[src/rtl/mem_if_pkg.sv]
// mem_if_pkg: shared encodings for the MOV/MOC memory handshake.
// Size codes, read/write polarity and the initiator state set.
package mem_if_pkg;

  localparam logic [1:0] SZ_BYTE = 2'b00;
  localparam logic [1:0] SZ_HALF = 2'b01;
  localparam logic [1:0] SZ_WORD = 2'b10;
  localparam logic [1:0] SZ_BAD  = 2'b11;

  localparam logic RW_READ  = 1'b1;
  localparam logic RW_WRITE = 1'b0;

  typedef enum logic [2:0] {
    IDLE,
    PRECLEAR,
    ISSUE,
    WAIT_MOC,
    RELEASE,
    DONE,
    ABORT,
    ERR
  } state_t;

  function automatic logic misaligned(
    input logic [1:0] sz,
    input logic [1:0] a
  );
    return (sz == SZ_HALF && a[0]) ||
           (sz == SZ_WORD && a != 2'b00);
  endfunction

endpackage

[src/rtl/mem_rdata_extend.sv]
// mem_rdata_extend: right-aligned RAM read data to a 32-bit value.
// Sign or zero extension is ours, independent of the RAM's own.
module mem_rdata_extend
  import mem_if_pkg::*;
(
  input  logic [31:0] dout,
  input  logic [1:0]  size,
  input  logic        sgn,
  output logic [31:0] rdata
);

  // pick the live bytes and extend from their top bit
  always_comb begin
    rdata = dout;
    unique case (1'b1)
      size == SZ_BYTE:
        rdata = {{24{sgn & dout[7]}}, dout[7:0]};
      size == SZ_HALF:
        rdata = {{16{sgn & dout[15]}}, dout[15:0]};
      default:
        rdata = dout;
    endcase
  end

endmodule

[src/rtl/mem_access_initiator.sv]
// mem_access_initiator: one load/store at a time over MOV/MOC.
// Checks size/alignment, clears stale MOC, times out dead RAM.
module mem_access_initiator
  import mem_if_pkg::*;
#(
  parameter int TIMEOUT_CYCLES = 16,
  parameter bit CHECK_ALIGN    = 1'b1
) (
  input  logic        clk,
  input  logic        reset,
  input  logic        req,
  input  logic        req_rw,
  input  logic [1:0]  req_size,
  input  logic        req_signed,
  input  logic [31:0] req_addr,
  input  logic [31:0] req_wdata,
  output logic        busy,
  output logic        done,
  output logic        err,
  output logic [31:0] rdata,
  output logic        MOV,
  output logic        ReadWrite,
  output logic [2:0]  MS_2_0,
  output logic [31:0] Address,
  output logic [31:0] DataIn,
  output logic        MOCoff,
  input  logic        MOC,
  input  logic [31:0] DataOut
);

  localparam logic [7:0] TMO_LAST = 8'(TIMEOUT_CYCLES - 1);

  state_t      state;
  state_t      nxt;
  state_t      state_d;
  logic [7:0]  cnt;
  logic        tmo;
  logic        accept;
  logic        issue;
  logic        from_idle;

  logic        lat_rw;
  logic [1:0]  lat_size;
  logic        lat_sgn;
  logic [31:0] lat_addr;
  logic [31:0] lat_wdata;

  logic        src_rw;
  logic [1:0]  src_size;
  logic        src_sgn;
  logic [31:0] src_addr;
  logic [31:0] src_wdata;
  logic [31:0] ext_data;

  assign tmo = cnt >= TMO_LAST;

  mem_rdata_extend u_ext (
    .dout  (DataOut),
    .size  (lat_size),
    .sgn   (lat_sgn),
    .rdata (ext_data)
  );

  // next state; ISSUE resolves on the edge into WAIT_MOC so MOV
  // is already up in the cycle right after accept
  always_comb begin
    nxt    = state;
    accept = 1'b0;
    unique case (state)
      IDLE: begin
        if (req) begin
          accept = 1'b1;
          if (req_size == SZ_BAD)
            nxt = ERR;
          else if (CHECK_ALIGN &&
                   misaligned(req_size, req_addr[1:0]))
            nxt = ERR;
          else if (MOC)
            nxt = PRECLEAR;
          else
            nxt = ISSUE;
        end
      end
      PRECLEAR: begin
        if (!MOC)     nxt = ISSUE;
        else if (tmo) nxt = ERR;
      end
      ISSUE:    nxt = WAIT_MOC;
      WAIT_MOC: begin
        if (MOC)      nxt = RELEASE;
        else if (tmo) nxt = ABORT;
      end
      RELEASE: begin
        if (!MOC)     nxt = DONE;
        else if (tmo) nxt = ABORT;
      end
      DONE:     nxt = IDLE;
      ABORT:    nxt = IDLE;
      ERR:      nxt = IDLE;
    endcase
    issue   = (nxt == ISSUE);
    state_d = issue ? WAIT_MOC : nxt;
  end

  // request source for the RAM bus: live fields when issuing
  // straight from IDLE, latched copy when coming out of PRECLEAR
  always_comb begin
    from_idle = (state == IDLE);
    src_rw    = from_idle ? req_rw     : lat_rw;
    src_size  = from_idle ? req_size   : lat_size;
    src_sgn   = from_idle ? req_signed : lat_sgn;
    src_addr  = from_idle ? req_addr   : lat_addr;
    src_wdata = from_idle ? req_wdata  : lat_wdata;
  end

  // state register and per-state saturating timeout counter
  always_ff @(posedge clk) begin
    if (reset) begin
      state <= IDLE;
      cnt   <= 8'd0;
    end else begin
      state <= state_d;
      if (state_d != state)
        cnt <= 8'd0;
      else if (cnt != 8'hFF)
        cnt <= cnt + 8'd1;
    end
  end

  // hold the accepted request for the life of the access
  always_ff @(posedge clk) begin
    if (reset) begin
      lat_rw    <= RW_WRITE;
      lat_size  <= SZ_BYTE;
      lat_sgn   <= 1'b0;
      lat_addr  <= '0;
      lat_wdata <= '0;
    end else if (accept) begin
      lat_rw    <= req_rw;
      lat_size  <= req_size;
      lat_sgn   <= req_signed;
      lat_addr  <= req_addr;
      lat_wdata <= req_wdata;
    end
  end

  // registered handshake/status outputs decoded from next state
  always_ff @(posedge clk) begin
    if (reset) begin
      MOV    <= 1'b0;
      MOCoff <= 1'b0;
      busy   <= 1'b0;
      done   <= 1'b0;
      err    <= 1'b0;
    end else begin
      MOV    <= state_d == WAIT_MOC;
      MOCoff <= state_d == PRECLEAR ||
                state_d == RELEASE  ||
                state_d == ABORT;
      busy   <= state_d != IDLE;
      done   <= state_d == DONE;
      err    <= state_d == ABORT || state_d == ERR;
    end
  end

  // RAM bus loads on issue and stays put until the next issue
  always_ff @(posedge clk) begin
    if (reset) begin
      ReadWrite <= 1'b0;
      MS_2_0    <= 3'b000;
      Address   <= '0;
      DataIn    <= '0;
    end else if (issue) begin
      ReadWrite <= src_rw;
      MS_2_0    <= {src_sgn, src_size};
      Address   <= src_addr;
      DataIn    <= src_wdata;
    end
  end

  // read data captured the cycle MOC is seen during a read
  always_ff @(posedge clk) begin
    if (reset)
      rdata <= '0;
    else if (state == WAIT_MOC && MOC && lat_rw == RW_READ)
      rdata <= ext_data;
  end

endmodule

[config.mk]
export PLATFORM = sky130hd
export DESIGN_NAME = mem_access_initiator
export DESIGN_NICKNAME = d
export VERILOG_FILES = /design/src/rtl/mem_if_pkg.sv /design/src/rtl/mem_rdata_extend.sv /design/src/rtl/mem_access_initiator.sv
export SDC_FILE = /design/constraint.sdc
export NUM_CORES = 1
export LEC_CHECK = 0
export BUFFER_PORTS_ARGS = -buffer_cell sky130_fd_sc_hd__clkbuf_2
export CAP_MARGIN = 20
export CORE_MARGIN = 3
export CORE_UTILIZATION = 47
export CTS_BUF_LIST = sky130_fd_sc_hd__clkbuf_16
export DETAILED_ROUTE_END_ITERATION = 10
export PLACE_DENSITY = 0.76
export SLEW_MARGIN = 40
export SYNTH_ARGS = -nofsm -noshare
export SYNTH_HDL_FRONTEND = slang
export SYNTH_SLANG_ARGS = --single-unit
[constraint.sdc]
create_clock -name clk -period 2.1 [get_ports clk]
set_input_delay 0.42 -clock clk [delete_from_list [all_inputs] [get_ports clk]]
set_output_delay 0.42 -clock clk [all_outputs]
set_load 0.05 [all_outputs]
# After elaboration in Yosys (flattened, before gate mapping)
# Cells that the tools add are included.
[totals] reg_bits=184 output_inout_bits=105
[classes] addsub=1 magnitude_cmp=1 eq_ne=20 mux=19 bitwise_logic=2 reduce_logical=14
[ops] cell="32-bit two-way mux" n=2
[ops] cell="32-bit one-hot mux with 2 select lines" n=1
[ops] cell="3-bit two-way mux" n=9
[ops] cell="3-bit == test (second input constant)" n=8
[ops] cell="3-bit one-hot mux with 6 select lines" n=1
[ops] cell="3-bit by 2-bit == test with 1-bit output (second input constant)" n=4
[ops] cell="8-bit by 1-bit adder with 8-bit output (second input constant)" n=1
[ops] cell="8-bit by 4-bit >= comparator with 1-bit output (second input constant)" n=1
[ops] cell="8-bit != test (second input constant)" n=1
[ops] cell="3-bit by 1-bit == test with 1-bit output (second input constant)" n=2
[ops] cell="2-bit by 1-bit == test with 1-bit output (second input constant)" n=2
[ops] cell="2-bit == test (second input constant)" n=2
[ops] cell="1-bit logical AND" n=4
[ops] cell="1-bit logical OR" n=4
[ops] cell="1-bit two-way mux" n=4
[ops] cell="2-bit two-way mux" n=2
[ops] cell="3-bit logical NOT" n=1
[ops] cell="3-bit != test" n=1
[ops] cell="3-bit nonzero test" n=1
[ops] cell="3-bit OR reduction" n=1
[ops] cell="1-bit bitwise AND" n=2
[ops] cell="2-bit logical NOT" n=1
[ops] cell="2-bit nonzero test" n=1
[ops] cell="2-bit OR reduction" n=1

# Longest topological paths before layout
# Gate-level depths: netlist of run 1.
[logic_depth] depth_word=12 ltp_mapped=9 mapped_depth_nobuf=7

# Cells and area by module
# A second synthesis of run 1 with hierarchy kept.
[hier_totals] cells_unflattened=1049 area_unflattened_um2=8231.6
[modules_own_cells] module="mem_access_initiator" instances=1 cells_each=983 area_per_inst_um2=7846.3
[modules_own_cells] module="mem_rdata_extend" instances=1 cells_each=66 area_per_inst_um2=385.4

# Worst setup path before layout of run 1
# OpenSTA, ideal clock, no wires.
[synth_path] kind="input -> register" startpoint="input MOC" endpoint="register rdata[21]" setup_ns=0.134 arrival_time_ns=2.004 t_required_ns=1.966 slack_ns=-0.038 cell_stages=8 n_path_buf=3 cell_sequence="clkbuf_1 > and3_1 > and2_1 > buf_2 > o21ai_2 > a41oi_1 > buf_2 > a211oi_1"
[synth_between] elab_chain_len=2
[synth_rtl] element="start: declaration" line_no="mem_access_initiator.sv:27" source="input logic MOC,"
[synth_rtl] element="1-bit logical AND (2 in series)" line_no="mem_access_initiator.sv:185" source="else if (state == WAIT_MOC && MOC && lat_rw == RW_READ)"
[synth_rtl] element="end signal: assignment" line_no="mem_access_initiator.sv:186" source="rdata <= ext_data;"
[synth_rtl] element="end: declaration" line_no="mem_access_initiator.sv:20" source="output logic [31:0] rdata,"
# No other way between the ends.
# A chain may end at the register's enable or synchronous reset.

# Worst setup path in the final report of run 1
[layout_path] startpoint="register state[0]" endpoint="register Address[26]"
[layout_between] elab_chain_len=4 elab_cells_between_ends=18
[layout_rtl] element="start: declaration" line_no="mem_access_initiator.sv:33" source="state_t state;"
[layout_rtl] element="start signal: assignment" line_no="mem_access_initiator.sv:122" source="state <= state_d;"
[layout_rtl] element="3-bit == test (tied with other cells)" line_no="mem_access_initiator.sv:69" source="unique case (state)"
[layout_rtl] element="3-bit OR reduction (no line) (tied with other cells)"
[layout_rtl] element="3-bit one-hot mux with 6 select lines" line_no="mem_access_initiator.sv:69"
[layout_rtl] element="3-bit by 2-bit == test with 1-bit output" line_no="mem_access_initiator.sv:101" source="issue = (nxt == ISSUE);"
[layout_rtl] element="end signal: assignment" line_no="mem_access_initiator.sv:176" source="Address <= src_addr;"
[layout_rtl] element="end: declaration" line_no="mem_access_initiator.sv:24" source="output logic [31:0] Address,"
# Several ways; a longest one is shown, not always the timed one.

==> results by group, run 1 <==
Run status
  – Status: finished with violations
  – Failing checks: setup timing

Placement
  – Placed cell areas: 8970 um^2
  – Post-DP HPWL: 12,600 um
  – # port buffers: 208
  – GP Congestion: 0.885

Route
  – Routed len/inst: 16.1 um
  – Post-route ant nets: 0
  – # DRC: 0
  – Detailed Route Iter0 Violations: 348
  – Via count: 6,922
  – DRT Wirelength: 20,900 um
  – Vias per cell: 5.34
  – 1st-pass router iterations: 5

Floorplanning
  – I/O pin total: 209
  – Die area: 17,700 um^2
  – Rows: 45
  – Width of the chip: 133 um
  – Initial Util: 48.9%
  – Die H: 133 um
  – Core region area: 15,500 um^2

Logic synthesis
  – Number of synthesized flops with an enable pin: 0
  – Syn Nets: 954
  – Post-synthesis sequential area ratio: 48.7%
  – Commonest register cell after synthesis: dfxtp_1
  – Asr flop ratio synth: 0%
  – Flops & latches, synth: 184
  – Mapped Area: 7570 um^2
  – Synth Warn #: 0
  – Syn avg cell area: 8.92 um^2
  – Syn Inst Count: 849
  – Unique cell type count in the Yosys netlist: 46

Worst setup path
  – Critical path capture point type: flop
  – Worst Path Max Fanout: 12
  – Type of the worst setup path: flop to flop
  – Worst EP arrival: 2490 ps
  – Critical Path RT: 2440 ps
  – Crit start category: flop

Global routing
  – Pin count of the biggest net entering global routing: 69
  – Vias in the first global route: 6,555
  – Initial antenna violation count: 0
  – Total grt overflow: 0
  – Total GRT Usage: 22.2%
  – First-pass GRT wire length: 32,400 um

Clock tree
  – Cts hold-fix bufs: 0
  – Worst skew pair latency: 420 ps
  – Clock Pin Slew Worst Setup and Hold Paths: 70 ps
  – Clock buffer depth: 2
  – H-tree Lvls: 4
  – Clk Tree Root Cell: clkbuf_16
  – Total CTS buffers: 17
  – Clock sink count: 184
  – CTS tree: done

Timing
  – Setup repair after global routing missed its margin: yes
  – Fin. Hold Viols: 0
  – Fmax: 0.467 GHz
  – Rel. slew slack: 60.3%
  – TNS Setup: -91.9 ps
  – Endpoints failing setup: 6
  – Worst Max-Slew Pin Slew: 590 ps
  – Fin Clk Skew: 9.15 ps
  – Tmin final: 2140 ps
  – Final WS setup: -42.6 ps
  – Fin. max-slew vios: 0
  – Final Cycle Share: 102%

Run
  – Maxcap violations: 0

Pwr
  – Total net switching power: 6420 uW
  – Flop pwr share: 31.5%
  – VDD IR max: 0.000887 V
  – Total Power: 14,800 uW
  – Leakage: 0.00422 uW
  – Pint: 8410 uW
  – Clock power share: 20.3%
  – Comb power frac: 48.3%
  – Sw Ratio: 43.3%
  – Pwr dens: 1440 nW/um^2

Layout
  – Design Area, Final: 10,300 um^2
  – Synth-to-layout area growth: 35.7%
  – Commonest non-fill, non-tap cell in the layout: clkbuf_2
  – Final core occ: 66.4%
  – Layout Nets: 1,178
  – Most frequent cells in the layout: 207 x clkbuf_2, 181 x dfxtp_1, 179 x nand2_1
  – Ant diodes: 0
  – Layout cells sized above 1: 39.0%

Hold path
  – HP Class: input pin to flop
-- layout make-up --
class | instances | area [um^2]
fill | 1258 | 5210
multi-input combinational | 595 | 3910
sequential | 184 | 3690
timing repair buffer | 272 | 1850
clock buffer | 17 | 425
tap | 211 | 264
clock inverter | 15 | 128
inverter | 3 | 11.3
-- cells in the mapped netlist, drive strengths merged, types with 3 or more instances --
cell / n / area share (%)
dfxtp: 184 / 49
nand2: 179 / 8.9
nor2: 104 / 5.2
a21oi: 90 / 6.0
a211oi: 85 / 11
mux2i: 67 / 8.9
clkbuf: 44 / 2.2
buf: 24 / 2.2
nor3: 16 / 1.3
and3: 6 / 0.50
o21ai: 5 / 0.38
nand2b: 4 / 0.33
nand3: 4 / 0.26
a221oi: 3 / 0.43
a31oi: 3 / 0.25
inv: 3 / 0.15
or3: 3 / 0.25
-- through the flow --
stage               cells  setup WS (ps)  hold WS [ps]
detailed placement   1241           -285           446
floorplan             849           6.68           436
global route         1297           -136           217
CTS                  1292          -27.9           200
finish               1297          -42.6           218
global placement     1241           -134           441
-- routing by layer --
layer | up-vias | GRT usage (%) | wire [um]
met2 | 217 | 38.1 | 10500
met5 | - | 0 | 0
li1 | 3394 | - | -
met4 | 0 | 7.51 | 349
met3 | 29 | 5.44 | 1110
met1 | 3282 | 27.2 | 8890
-- sequential cells by signal, indices dropped and copies added (netlist names) --
name / count
lat_addr: 32
MOV: 1
busy: 1
ReadWrite: 1
lat_size: 2
err: 1
done: 1
state: 3
rdata: 32
Address: 32
lat_wdata: 32
cnt: 8
lat_sgn: 1
MS_2_0: 3
lat_rw: 1
MOCoff: 1
DataIn: 32
-- power groups by stage --
| stage | combinational (uW) | clock (uW) | sequential, uW |
|---|---|---|---|
| 2_1_floorplan | 2740 | 0 | 6430 |
| 3_3_place_gp | 5760 | 0 | 4650 |
| 3_5_place_dp | 5850 | 0 | 4670 |
| 4_1_cts | 6630 | 3060 | 4620 |
| 5_1_grt | 7580 | 3210 | 4750 |
| 6_report | 7160 | 3010 | 4660 |
-- path summary, 6_finish.rpt --
kind | startpoint | to | slack [ps] | cells after the start
setup / recovery | state[0] | Address[26] | -40 | 9
hold / removal | DataOut[6] | rdata[6] | 220 | 3
setup reg to reg | state[0] | Address[26] | -40 | 9
hold reg to reg | lat_wdata[2] | lat_wdata[2] | 450 | 2
-- cell families (layout without fill, tap and decap cells) --
| family | count (synthesis) | count (layout) | synth area share [%] |
|---|---|---|---|
| buffers and inverters | 71 | 307 | 4.58 |
| xor gates and xnor gates | 2 | 2 | 0.231 |
| DFF | 184 | 184 | 48.7 |
| adders and majority gates | 1 | 1 | 0.165 |
| muxes | 68 | 68 | 9.01 |
| and+or+nand+nor | 327 | 328 | 17.7 |
| AOI/OAI and AO/OA | 196 | 196 | 19.6 |
-- repair_timing --
item	4_1_cts	5_1_grt
pin swaps	27	36
resized for setup	38	61
endpoints found under the setup margin	76	76
setup buffers	13	5
cloned	6	5
-- critical path, stage by stage (launching register included) --
cell and delay, ps:
dfxtp_1 350, buf_4 220, or3b_2 480, a21oi_2 150, a221oi_2 50, buf_4 150
and3_4 180, clkbuf_16 180, buf_4 140, a211oi_2 170
No activity file was read; power rests on OpenSTA's default activity.
==> run 2, diff against run 1 <==
--- a/config.mk
+++ b/config.mk
@@ -5,10 +5,11 @@
 export SDC_FILE = /design/constraint.sdc
 export NUM_CORES = 1
 export LEC_CHECK = 0
+export ABC_AREA = 1
 export BUFFER_PORTS_ARGS = -buffer_cell sky130_fd_sc_hd__clkbuf_2
 export CAP_MARGIN = 20
 export CORE_MARGIN = 3
-export CORE_UTILIZATION = 47
+export CORE_UTILIZATION = 48
 export CTS_BUF_LIST = sky130_fd_sc_hd__clkbuf_16
 export DETAILED_ROUTE_END_ITERATION = 10
 export PLACE_DENSITY = 0.76
==> results by group, run 2 <==
Run status
  – Status: complete, no violations

Logic synthesis
  – Multiplexer area fraction after synthesis: 0% (-9.0 points)
  – Number of synthesized flops with an enable pin: 0 (unchanged)
  – Asr flop ratio synth: 0% (unchanged)
  – Post-Synth XOR/XNOR Area: 0.431% (+0.20 points)
  – Synth area leaders: dfxtp_1 45%, nand2_1 13%, nor2_1 9.0%
  – Syn avg cell area: 6.98 um^2 (-22%)
  – Synth Area in Adders: 0.154% (-0.011 points)
  – Syn Nets: 1,270 (+33%)
  – Complex-gate fraction of the synthesized area: 14.4% (-5.3 points)
  – Post-synthesis sequential area ratio: 45.3% (-3.3 points)
  – Mapped Area: 8130 um^2 (+7.4%)
  – Synth Warn #: 0 (unchanged)
  – Flops & latches, synth: 184 (unchanged)
  – Synth top cells by count: 282 x nand2_1, 194 x nor2_1, 184 x dfxtp_1
  – Post-Synth Simple-Gate Area: 28.4% (+11 points)
  – Area leader, netlist: dfxtp_1
  – Synth top area share: 45.3% (-3.3 points)
  – Largest family of logic cells by synthesized area: simple AND/OR/NAND/NOR gates
  – Count leader, synth: nand2_1
  – Unique cell type count in the Yosys netlist: 31 (-33%)
  – Commonest register cell after synthesis: dfxtp_1
  – Syn Inst Count: 1,165 (+37%)

Hold path
  – HP Class: input pin to flop
  – Min-Delay Endpoint: rdata[31]
  – Hold path cells: 3 (unchanged)
  – Worst Min Path Start: DataOut[31]

Global routing
  – Vias in the first global route: 6,817 (+4.0%)
  – Total grt overflow: 0 (unchanged)
  – Total GRT Usage: 20.8% (-1.4 points)
  – Pin count of the biggest net entering global routing: 124 (+80%)
  – Initial antenna violation count: 1 (+1)
  – First-pass GRT wire length: 31,700 um (-2.2%)

Timing
  – Fmax: 0.522 GHz (+12%)
  – Rel. slew slack: 62.3% (+2.0 points)
  – Fin. Hold Viols: 0 (unchanged)
  – Fin. max-slew vios: 0 (unchanged)
  – Tmin final: 1920 ps (-225 ps)
  – Final Cycle Share: 91.3% (-11 points)
  – Fin Clk Skew: 9.83 ps (+0.679 ps)
  – Worst Max-Slew Pin Slew: 565 ps (-24.1 ps)
  – Final WS setup: 182 ps (+225 ps)
  – Endpoints failing setup: 0 (-6)

Clock tree
  – Clock sink count: 184 (unchanged)
  – Clock Pin Slew Worst Setup and Hold Paths: 60 ps (about the same)
  – CTS tree: done
  – H-tree Lvls: 4 (unchanged)
  – Total CTS buffers: 17 (unchanged)
  – Clk Tree Root Cell: clkbuf_16
  – Clock buffer depth: 2 (unchanged)
  – Cts hold-fix bufs: 0 (unchanged)
  – Worst skew pair latency: 420 ps (about the same)

Worst setup path
  – Worst reg2reg path endpoint: Address[16]
  – Worst Path Max Fanout: 27 (+15)
  – Critical Path RT: 2450 ps (about the same)
  – Worst r2r src: cnt[1]
  – R2R setup slack: 180 ps (+230 ps)
  – Type of the worst setup path: flop to flop
  – R2R cell count: 11 (+2)
  – Crit start category: flop
  – Worst EP arrival: 2270 ps (-220 ps)
  – Setup crit start: cnt[1]
  – Critical path capture point type: flop

Route
  – # DRC: 0 (unchanged)
  – Routed len/inst: 12.2 um (-24%)
  – Vias per cell: 4.77 (-11%)
  – 1st-pass router iterations: 5 (unchanged)
  – Via count: 7,484 (+8.1%)
  – Detailed Route Iter0 Violations: 390 (+12%)
  – Post-route ant nets: 0 (unchanged)
  – DRT Wirelength: 19,100 um (-8.4%)

Run
  – Maxcap violations: 0 (unchanged)

Layout
  – Most frequent cells in the layout: 281 x nand2_1, 207 x clkbuf_2, 194 x nor2_1
  – Sequential cell area: 3680 um^2 (-0.14%)
  – Filler cells: 1,576 (+25%)
  – Non-filler cells in the finished layout: 1,570 (+21%)
  – Multi-input combinational cell area: 3540 um^2 (-9.4%)
  – Commonest non-fill, non-tap cell in the layout: nand2_1
  – Synth-to-layout area growth: 22.0%
  – Layout Nets: 1,446 (+23%)
  – Layout cells sized above 1: 22.9% (-16 points)

Pwr
  – VDD IR max: 0.000900 V (+1.4%)
  – Leakage: 0.00488 uW (+16%)
  – Pwr dens: 1730 nW/um^2 (+20%)
  – Total Power: 17,200 uW (+16%)

Placement
  – Place WS: 138 ps (+422 ps)
  – # port buffers: 208 (unchanged)
  – GP Congestion: 0.844 (-4.6%)
  – DP Cell Count: 1,536 (+24%)
  – Post-DP HPWL: 13,000 um (+2.8%)

Floorplanning
  – Rows: 46 (+2.2%)
  – I/O pin total: 209 (unchanged)
  – Die H: 136 um (+2.4%)
  – Width of the chip: 136 um (+2.4%)
  – Core region area: 16,200 um^2 (+4.8%)
  – Die area: 18,500 um^2 (+4.9%)
  – Initial Util: 50.1% (+1.2 points)
[run 2: cell types whose count changed in the layout (fill, tap and decap cells not counted), moves of 9 or more]
cell,before,now
a211oi_1,23,55
nand2_1,179,281
a21oi_1,88,33
mux2i_1,67,0
nor2_1,75,194
nand3_1,4,27
o21ai_0,4,103
inv_1,3,144
buf_4,38,12
a211oi_2,62,0
nor3_1,10,1
nor2_2,22,40
[run 2: timing repair]
action / 4_1_cts / 5_1_grt
gates resized for setup: 0 / 4
buffers inserted: 0 / 2
endpoints found under the setup margin: 0 / 60
[run 2: layout make-up]
type,instances,share of cell area (%)
diodes,1,0.0252
repair buffers,230,13.4
flip-flops and latches,184,37.2
clock inverters,14,1.22
well taps,216,2.72
multi-input cells,765,35.7
inverters,143,5.46
clock buffers,17,4.29
[run 2: worst max-delay path, stage by stage, from the launching register on]
cell	delay (ps)
dfxtp_1	380
ha_2	220
nand3_2	120
nand3_1	100
o21a_1	110
nand3_1	100
nor2_4	200
nand2_8	180
buf_12	220
nand2_1	70
nand2_1	40
nor2_1	110
[run 2: cells by family (layout without fill, tap and decap cells)]
group           count (synthesis)  in the layout
compound gates                202            202
flops                         184            184
buf+inv                       216            404
fa+ha+maj                       1              1
other cells                     0              1
simple gates                  558            558
xor+xnor                        4              4
[run 2: power breakdown]
group	leakage, uW	internal [uW]	switching [uW]
clock network	0.000284	1710	1290
logic	0.00309	2540	6490
registers	0.00151	4620	506
[run 2: per-layer routing]
metal / GRT usage (%) / share of wire (%)
met3: 5.96 / 6.9
met5: 0 / 0
met1: 26.6 / 46
met4: 7.78 / 2.1
met2: 33.4 / 45
[run 2: worst max path at each step]
stage / cells past startpoint / endpoint / slack (ps)
after global routing: 11 / DataIn[19] / -8
after global placement: 13 / DataIn[6] / 190
after CTS: 11 / Address[16] / 110
after floorplan: 13 / Address[3] / 320
after detailed placement: 11 / Address[16] / 140
final: 11 / Address[16] / 180
[run 2: metrics by stage]
stage	cell area (um^2)	setup TNS, ps	hold WS [ps]	utilization (%)
floorplan	8130	0	434	-
global placement	9340	0	445	57.6
detailed placement	9340	0	448	57.6
CTS	9890	0	204	60.9
global route	9920	-7.87	225	61.1
finish	9920	0	225	61.1
